--- config.mk ---
export PLATFORM = sky130hd
export DESIGN_NAME = prog_loader_flat
export DESIGN_NICKNAME = d
export VERILOG_FILES = /design/src/rtl/prog_loader_if.sv /design/src/rtl/prog_loader.sv /design/src/flat_wrapper.sv
export SDC_FILE = /design/constraint.sdc
export NUM_CORES = 1
export LEC_CHECK = 0
export BUFFER_PORTS_ARGS = -buffer_cell sky130_fd_sc_hd__buf_2
export CAP_MARGIN = 20
export CORE_ASPECT_RATIO = 2
export CORE_MARGIN = 2
export CORE_UTILIZATION = 58
export DETAILED_ROUTE_END_ITERATION = 12
export PLACE_DENSITY_LB_ADDON = 0.3
export SLEW_MARGIN = 20
export SYNTH_ARGS = -nofsm -noshare
export SYNTH_HDL_FRONTEND = slang
export SYNTH_SLANG_ARGS = --single-unit
--- constraint.sdc ---
create_clock -name clk -period 3 [get_ports clk]
set_clock_uncertainty 0.05 [all_clocks]
set_input_delay 0.3 -clock clk [delete_from_list [all_inputs] [get_ports clk]]
set_output_delay 0.3 -clock clk [all_outputs]
set_load 0.02 [all_outputs]
--- src/rtl/prog_loader_if.sv ---
// Host byte stream and i_mem write port of the program loader.
// Slave is the loader side, master is the host/memory side.
interface prog_loader_if #(
    parameter int ADDR_W = 8
);
    logic              in_valid;
    logic [7:0]        in_data;
    logic              in_ready;
    logic              wr_en;
    logic [ADDR_W-1:0] wr_addr;
    logic [7:0]        wr_data;

    modport slave (
        input  in_valid,
        input  in_data,
        output in_ready,
        output wr_en,
        output wr_addr,
        output wr_data
    );

    modport master (
        output in_valid,
        output in_data,
        input  in_ready,
        input  wr_en,
        input  wr_addr,
        input  wr_data
    );
endinterface

--- src/rtl/prog_loader.sv ---
// Frame receiver that writes a checksummed program into i_mem
// and holds the CPU in reset until a verified frame has been loaded.
module prog_loader #(
    parameter int ADDR_W  = 8,
    parameter int TIMEOUT = 1024
) (
    input  logic            clk,
    input  logic            n_rst,
    prog_loader_if.slave    bus,
    output logic            cpu_n_rst,
    output logic            loading,
    output logic            done,
    output logic            error,
    output logic [ADDR_W:0] byte_count
);

    localparam int DEPTH = 1 << ADDR_W;
    localparam int TW    = (TIMEOUT > 1) ? $clog2(TIMEOUT + 1) : 1;

    typedef enum logic [2:0] {
        S_IDLE,
        S_LEN,
        S_DATA,
        S_CHK,
        S_RUN,
        S_ERR
    } state_t;

    state_t            state_q, state_d;
    logic              in_ready_q;
    logic              wr_en_q, wr_en_d;
    logic [ADDR_W-1:0] wr_addr_q, wr_addr_d;
    logic [7:0]        wr_data_q, wr_data_d;
    logic [ADDR_W-1:0] addr_q, addr_d;
    logic [ADDR_W:0]   len_q, len_d;
    logic [ADDR_W:0]   cnt_q, cnt_d;
    logic [7:0]        sum_q, sum_d;
    logic [TW-1:0]     tmo_q, tmo_d;
    logic              cpu_n_rst_q, cpu_n_rst_d;
    logic              loading_q, loading_d;
    logic              done_q, done_d;
    logic              error_q, error_d;

    logic              accept;
    logic              in_frame;
    logic [8:0]        len_n;
    logic [ADDR_W:0]   cnt_inc;
    logic [7:0]        chk_sum;

    always_comb begin
        state_d   = state_q;
        wr_en_d   = 1'b0;
        wr_addr_d = wr_addr_q;
        wr_data_d = wr_data_q;
        addr_d    = addr_q;
        len_d     = len_q;
        cnt_d     = cnt_q;
        sum_d     = sum_q;
        tmo_d     = tmo_q;

        accept   = bus.in_valid & in_ready_q;
        in_frame = (state_q == S_LEN) || (state_q == S_DATA) ||
                   (state_q == S_CHK);
        len_n    = (bus.in_data == 8'h00) ? 9'd256 : {1'b0, bus.in_data};
        cnt_inc  = cnt_q + (ADDR_W+1)'(1);
        chk_sum  = sum_q + bus.in_data;

        if (accept) begin
            unique case (state_q)
                S_IDLE, S_RUN, S_ERR: begin
                    if (bus.in_data == 8'hA5) state_d = S_LEN;
                end
                S_LEN: begin
                    if (len_n > 9'(DEPTH)) begin
                        state_d = S_ERR;
                    end else begin
                        len_d   = len_n[ADDR_W:0];
                        cnt_d   = '0;
                        sum_d   = '0;
                        addr_d  = '0;
                        state_d = S_DATA;
                    end
                end
                S_DATA: begin
                    wr_en_d   = 1'b1;
                    wr_addr_d = addr_q;
                    wr_data_d = bus.in_data;
                    sum_d     = chk_sum;
                    addr_d    = addr_q + ADDR_W'(1);
                    cnt_d     = cnt_inc;
                    if (cnt_inc == len_q) state_d = S_CHK;
                end
                S_CHK: begin
                    state_d = (chk_sum == 8'h00) ? S_RUN : S_ERR;
                end
                default: state_d = S_IDLE;
            endcase
        end

        // an accepted byte always beats the idle limit in the same cycle
        if (!in_frame || accept || TIMEOUT == 0) begin
            tmo_d = '0;
        end else if (32'(tmo_q) + 32'd1 >= 32'(TIMEOUT)) begin
            tmo_d   = '0;
            state_d = S_ERR;
        end else begin
            tmo_d = tmo_q + TW'(1);
        end

        loading_d   = (state_d == S_LEN) || (state_d == S_DATA) ||
                      (state_d == S_CHK);
        done_d      = (state_d == S_RUN);
        cpu_n_rst_d = (state_d == S_RUN);
        error_d     = (state_d == S_ERR);
    end

    always_ff @(posedge clk) begin
        if (!n_rst) begin
            state_q     <= S_IDLE;
            in_ready_q  <= 1'b0;
            wr_en_q     <= 1'b0;
            wr_addr_q   <= '0;
            wr_data_q   <= '0;
            addr_q      <= '0;
            len_q       <= '0;
            cnt_q       <= '0;
            sum_q       <= '0;
            tmo_q       <= '0;
            cpu_n_rst_q <= 1'b0;
            loading_q   <= 1'b0;
            done_q      <= 1'b0;
            error_q     <= 1'b0;
        end else begin
            state_q     <= state_d;
            in_ready_q  <= 1'b1;
            wr_en_q     <= wr_en_d;
            wr_addr_q   <= wr_addr_d;
            wr_data_q   <= wr_data_d;
            addr_q      <= addr_d;
            len_q       <= len_d;
            cnt_q       <= cnt_d;
            sum_q       <= sum_d;
            tmo_q       <= tmo_d;
            cpu_n_rst_q <= cpu_n_rst_d;
            loading_q   <= loading_d;
            done_q      <= done_d;
            error_q     <= error_d;
        end
    end

    assign bus.in_ready = in_ready_q;
    assign bus.wr_en    = wr_en_q;
    assign bus.wr_addr  = wr_addr_q;
    assign bus.wr_data  = wr_data_q;
    assign cpu_n_rst    = cpu_n_rst_q;
    assign loading      = loading_q;
    assign done         = done_q;
    assign error        = error_q;
    assign byte_count   = cnt_q;

endmodule

--- src/flat_wrapper.sv ---
// flat-port wrapper written by rule: the top's interface ports become plain ports
module prog_loader_flat 
#(
    parameter int ADDR_W  = 8,
    parameter int TIMEOUT = 1024
)
  (clk, n_rst, cpu_n_rst, loading, done, error, byte_count, bus_in_valid, bus_in_data, bus_in_ready, bus_wr_en, bus_wr_addr, bus_wr_data);
  prog_loader_if #(.ADDR_W(ADDR_W)) bus_i ();
  input  logic clk;
  input  logic n_rst;
  output logic cpu_n_rst;
  output logic loading;
  output logic done;
  output logic error;
  output logic [ADDR_W:0] byte_count;
  input wire logic [$bits(bus_i.in_valid)-1:0] bus_in_valid;
  input wire logic [$bits(bus_i.in_data)-1:0] bus_in_data;
  output wire logic [$bits(bus_i.in_ready)-1:0] bus_in_ready;
  output wire logic [$bits(bus_i.wr_en)-1:0] bus_wr_en;
  output wire logic [$bits(bus_i.wr_addr)-1:0] bus_wr_addr;
  output wire logic [$bits(bus_i.wr_data)-1:0] bus_wr_data;
  assign bus_i.in_valid = bus_in_valid;
  assign bus_i.in_data = bus_in_data;
  assign bus_in_ready = bus_i.in_ready;
  assign bus_wr_en = bus_i.wr_en;
  assign bus_wr_addr = bus_i.wr_addr;
  assign bus_wr_data = bus_i.wr_data;
  prog_loader #(.ADDR_W(ADDR_W), .TIMEOUT(TIMEOUT)) u_core (.clk(clk), .n_rst(n_rst), .bus(bus_i), .cpu_n_rst(cpu_n_rst), .loading(loading), .done(done), .error(error), .byte_count(byte_count));
endmodule
Yosys cells after proc, flatten, opt, wreduce, memory -nomap -nowiden
Index checks and enable logic that the tools add are counted.
Word-level totals
  register bits: 69
  output and inout port bits: 31
  word-level logic and storage cells: 68
Operators by class
  $add $sub $neg: 5
  magnitude comparators: 2
  eq/ne operators: 13
  mux-type cells: 16
  bitwise gates (word level): 3
  reductions and logical operators: 16
Operators with widths (number)
  $ge 32x11->1 const B: 1
  $pmux 8 s2: 2
  $mux 3: 6
  $mux 9: 2
  $pmux 9 s2: 1
  $logic_not 8->1: 2
  $add 11x1->12 const B: 1
  $eq 3x2->1 const B: 4
  $eq 3x3->1 const B: 4
  $pmux 3 s4: 1
  $add 11x1->11 const B: 1
  $add 9x1->9 const B: 1
  $eq 9x9->1: 1
  $gt 9x9->1 const B: 1
  $add 8x1->8 const B: 1
  $add 8x8->8: 1
  $eq 8x8->1 const B: 1
  $mux 8: 1
  $eq 3x1->1 const B: 2
  $reduce_and 3->1: 2
  $reduce_or 3->1: 2
  $logic_or 1x1->1: 5
  $reduce_and 2->1: 2
  $logic_not 3->1: 1
  6 further kinds: 9

Longest topological paths before layout
  word-level depth: 11
  gate-level depth with buffers: 9

Worst setup path before layout
OpenSTA, ideal clock, no wires.
  kind: input to register
  from: input bus_in_data[0]
  to: register u_core.error_q (netlist: u_core.error)
  data arrival time: 2.167 ns
  required time: 2.833 ns
  slack: 0.666 ns
  stages: 8
  path buffers: 0
  path through: ha_1 > fa_1 > xor2_1 > or3_1 > nor3_1 > nand4_1 > a311oi_1 > and4bb_1
On the way
  longest elaborated chain between the ends: 9
  elaborated cells between the ends (all ways): 14
  classes of those cells: add/sub: 1; order compare: 1; eq/ne: 2; mux: 8; reduce/logical: 2
Ends and longest elaborated chain
  start, declared: RTL line flat_wrapper.sv:17  | input wire logic [$bits(bus_i.in_data)-1:0] bus_in_data;
  $logic_not 8->1: RTL line prog_loader.sv:64  | len_n = (bus.in_data == 8'h00) ? 9'd256 : {1'b0, bus.in_data};
  $mux 9: RTL line prog_loader.sv:64
  $gt 9x9->1: RTL line prog_loader.sv:74  | if (len_n > 9'(DEPTH)) begin
  $mux 3: RTL line prog_loader.sv:74
  $pmux 3 s4 *: RTL line prog_loader.sv:69  | unique case (state_q)
  $mux 3 *: RTL line prog_loader.sv:68  | if (accept) begin
  $mux 3: RTL line prog_loader.sv:103  | end else if (32'(tmo_q) + 32'd1 >= 32'(TIMEOUT)) begin
  $mux 3 *: RTL line prog_loader.sv:101  | if (!in_frame || accept || TIMEOUT == 0) begin
  $eq 3x3->1 *: RTL line prog_loader.sv:114  | error_d = (state_d == S_ERR);
  end signal, assigned: RTL line prog_loader.sv:147  | error_q <= error_d;
  end, declared: RTL line prog_loader.sv:42  | logic error_q, error_d;
Every way passes the cells marked *; elsewhere a longest branch is shown, timed or not.
A chain may end at the register's enable or synchronous reset.

Final worst setup path
  from: register u_core.sum_q[0]
  to: register u_core.error_q (netlist: u_core.error)
On the way
  longest elaborated chain between the ends: 8
Ends and longest elaborated chain
  start, declared: RTL line prog_loader.sv:37  | logic [7:0] sum_q, sum_d;
  start signal, assigned: RTL line prog_loader.sv:142  | sum_q <= sum_d;
  $add 8x8->8 *: RTL line prog_loader.sv:66  | chk_sum = sum_q + bus.in_data;
  $logic_not 8->1 *: RTL line prog_loader.sv:94  | state_d = (chk_sum == 8'h00) ? S_RUN : S_ERR;
  $mux 1 *: RTL line prog_loader.sv:94
  $pmux 3 s4 *: RTL line prog_loader.sv:69
  $mux 3 *: RTL line prog_loader.sv:68
  $mux 3: RTL line prog_loader.sv:103
  $mux 3 *: RTL line prog_loader.sv:101
  $eq 3x3->1 *: RTL line prog_loader.sv:114
Marks and branches as above.

==> flow_summary.toml <==
[global_route]
met2_usage_pct = 47.12
grtUsageMet1_pct = 25.40
top_usage_layer = "met2"
grt_pass1_vias = 2994
grtUsageMet3_pct = 6.286
antenna_found_initial = 0
overflow = 0
grt_max_degree = 52
grt_usage_pct = 25.78
grt_pass1_wl_um = 13030

[min_path]
min_path_type = "input port to register"

[critical_path]
start_kind = "register"
crit_required_ps = 3180
critPathMaxStageDelay_ps = 410
cp_max_fo = 2
crit_buf_inv = 0
r2r_slack_ps = 450
path_cells = "ha_1 -> fa_1 -> xor2_1 -> or3_1 -> nor3_1 -> nand4_1 -> a311oi_1 -> and4bb_1"
crit_path_end_kind = "register"
cp_top_family = "simple AND/OR/NAND/NOR gates"
cpMaxStageDelayCell = "fa_1"
cp.arrival_ps = 2730
critical_path_class = "register to register"

[finish]
drive_gt1_share_pct = 18.57
fin_nets = 481
fillCellCount = 495
multiInputGateArea_um2 = 1909
n_antenna_cell = 0
regArea_um2 = 1381
area_delta_synth_final_pct = 14.18

[detailed_routing]
first_iter_violations = 137
drt_wl_total_um = 8015
ant_nets = 0
wire_per_inst_um = 15.30
viasPerCell = 5.905
dr.pass1.iters = 4
drc = 0
vias = 3094

[logic_synthesis]
syn-cell-area_um2 = 3432
synth-edff-count = 0
netlist_instances = 424
synth_area_per_cell_um2 = 8.094
yosysUniqueCellTypes = 56
ys_warn_count = 0
synth_seq_cells = 69
yosysSeqAreaShare_pct = 40.25
postSynth.asyncResetShare_pct = 0
synth_ff_type = "dfxtp_1"
synth_nets = 446

[placed_design]
place_hpwl_um = 5656
port-buffer-count = 41
place_congestion = 0.9071

[floorplanning]
num_rows = 39
die_h_um = 112.8
io_pins = 42
core-area_um2 = 5709
dieArea_um2 = 6586
die_w_um = 58.40
initial_core_util_pct = 60.11

[clocking]
cts_made_buffers = 9
cts_tree = "done"
clk_path_buf_depth = 2
cts_hold_buffers = 0
clk_pin_slew_ps = 50
clkSinkCount = 69
cts_setup_buffers = 0
htreeDepth = 3
ctsRootBufferMaster = "clkbuf_16"
cts_resized = 0
clock_latency_ps = 340

[timing]
worstMarginPinSlew_ps = 559.0
post-route-period-util_pct = 85.17
rsz0062_at_grt = "no"
timing.final.hold_violations = 0
setup_violations = 0
relSlewSlack_pct = 62.45
post-route-min-period_ps = 2555
max_freq_mhz = 391.4
setup-tns-final_ps = 0
finalMaxSlewViolations = 0

[run_status]
outcome = "complete, no violations"

[pwr]
power_w = 0.001936
power_density_nw_per_um2 = 494.0
p_leak_nw = 1.484
ir_drop_uv = 551.8

[job]
cap_violations = 0
[kinds of logic (layout without fill, tap and decap cells)]
logic type	after synthesis	after routing	synth area share, %
flops	69	69	40.25
other cells	1	1	0.1093
mux	4	4	1.203
xor+xnor	27	27	7.109
simple gates	196	196	28.55
buf+inv	31	70	4.119
compound gates	85	85	14.44
fa+ha+maj	11	11	4.229
[layout make-up]
type / count / area share [%]
multi-input combinational: 324 / 48.72
sequential: 69 / 35.25
timing repair buffer: 48 / 6.577
clock buffer: 11 / 6.194
tap: 61 / 1.948
inverter: 7 / 0.6705
clock inverter: 4 / 0.6386
[worst paths after layout]
check,startpoint,end,depth (start not counted)
max,u_core.sum_q[0],u_core.error,8
min,n_rst,u_core.bus.in_ready,1
max reg2reg,u_core.sum_q[0],u_core.error,8
min reg2reg,u_core.bus.wr_data[4],u_core.bus.wr_data[4],2
[sequential cells by signal, summed over array words and instances, names as in the netlist]
name	cells
u_core.bus.wr_data	8
u_core.sum_q	8
u_core.loading	1
u_core.bus.in_ready	1
u_core.state_q	3
u_core.bus.wr_addr	8
u_core.tmo_q	11
u_core.len_q	9
u_core.error	1
u_core.bus.wr_en	1
u_core.byte_count	9
u_core.cpu_n_rst	1
u_core.addr_q	8
[synth_stat cells, types with 2 or more instances]
cell	number	share of area (%)
nand2b_1	3	0.55
buf_2	5	0.73
and2_1	7	1.3
a311oi_1	3	0.77
mux2i_1	3	0.87
nand4_1	4	0.73
and3_1	4	0.73
xor2_1	12	3.1
nor3_1	16	2.3
nand2_1	76	8.3
ha_1	10	3.6
a211oi_1	2	0.44
clkbuf_1	15	1.6
a31oi_1	6	1.1
a21oi_2	2	0.51
nand3b_1	3	0.66
inv_1	6	0.66
or3_1	3	0.55
or4_4	2	0.66
buf_4	2	0.44
a21oi_1	48	7.0
xnor2_1	14	3.6
dfxtp_1	69	40
and4_1	3	0.77
nand3_1	24	3.5
nor2_2	9	1.6
o21ai_0	16	2.3
nor2_1	29	3.2
[metrics by stage]
stage	hold WS, ps	worst slack, ps	cells	util (%)	instance area [µm²]
final	117.1	445.0	524	68.64	3919
after global routing	116.5	315.2	524	68.64	3919
after CTS	115.6	465.5	524	68.64	3919
after detailed placement	394.4	329.1	509	63.95	3651
after global placement	389.5	426.3	509	63.95	3651
after floorplan	277.7	665.9	424	-	3432
[layer usage]
metal,wire length (µm),vias to the layer above
met5,0,-
met4,225,0
met3,337,24
met2,4533,85
met1,2919,1458
li1,-,1527
[cell usage in the layout (no fill, tap or decap), drive strengths merged, types with 2 or more instances in the layout]
master and n:
inv 6, o21ai 16, or4 3, and4 3, dfxtp 69, xnor2 14, xor2 13, a21oi 50
a311oi 3, a211oi 3, clkinv 3, and2 8, nand2b 3, clkbuf 11, a31oi 6, nand2 77
o21bai 2, nand4 5, nand3 25, buf 48, mux2i 3, nor2 39, or3 3, and3 5
nand3b 3, clkinvlp 2, nor3 17, ha 10
[report_power, final]
| part | internal (W) | switching (W) | leakage [nW] | total (W) |
|---|---|---|---|---|
| combinational | 0.0000185 | 0.0000420 | 0.800 | 0.0000605 |
| clock | 0.000573 | 0.000383 | 0.127 | 0.000956 |
| sequential | 0.000918 | 0.00000103 | 0.556 | 0.000919 |
| total | 0.00151 | 0.000426 | 1.48 | 0.00194 |
(Power assumes the default switching activity.)
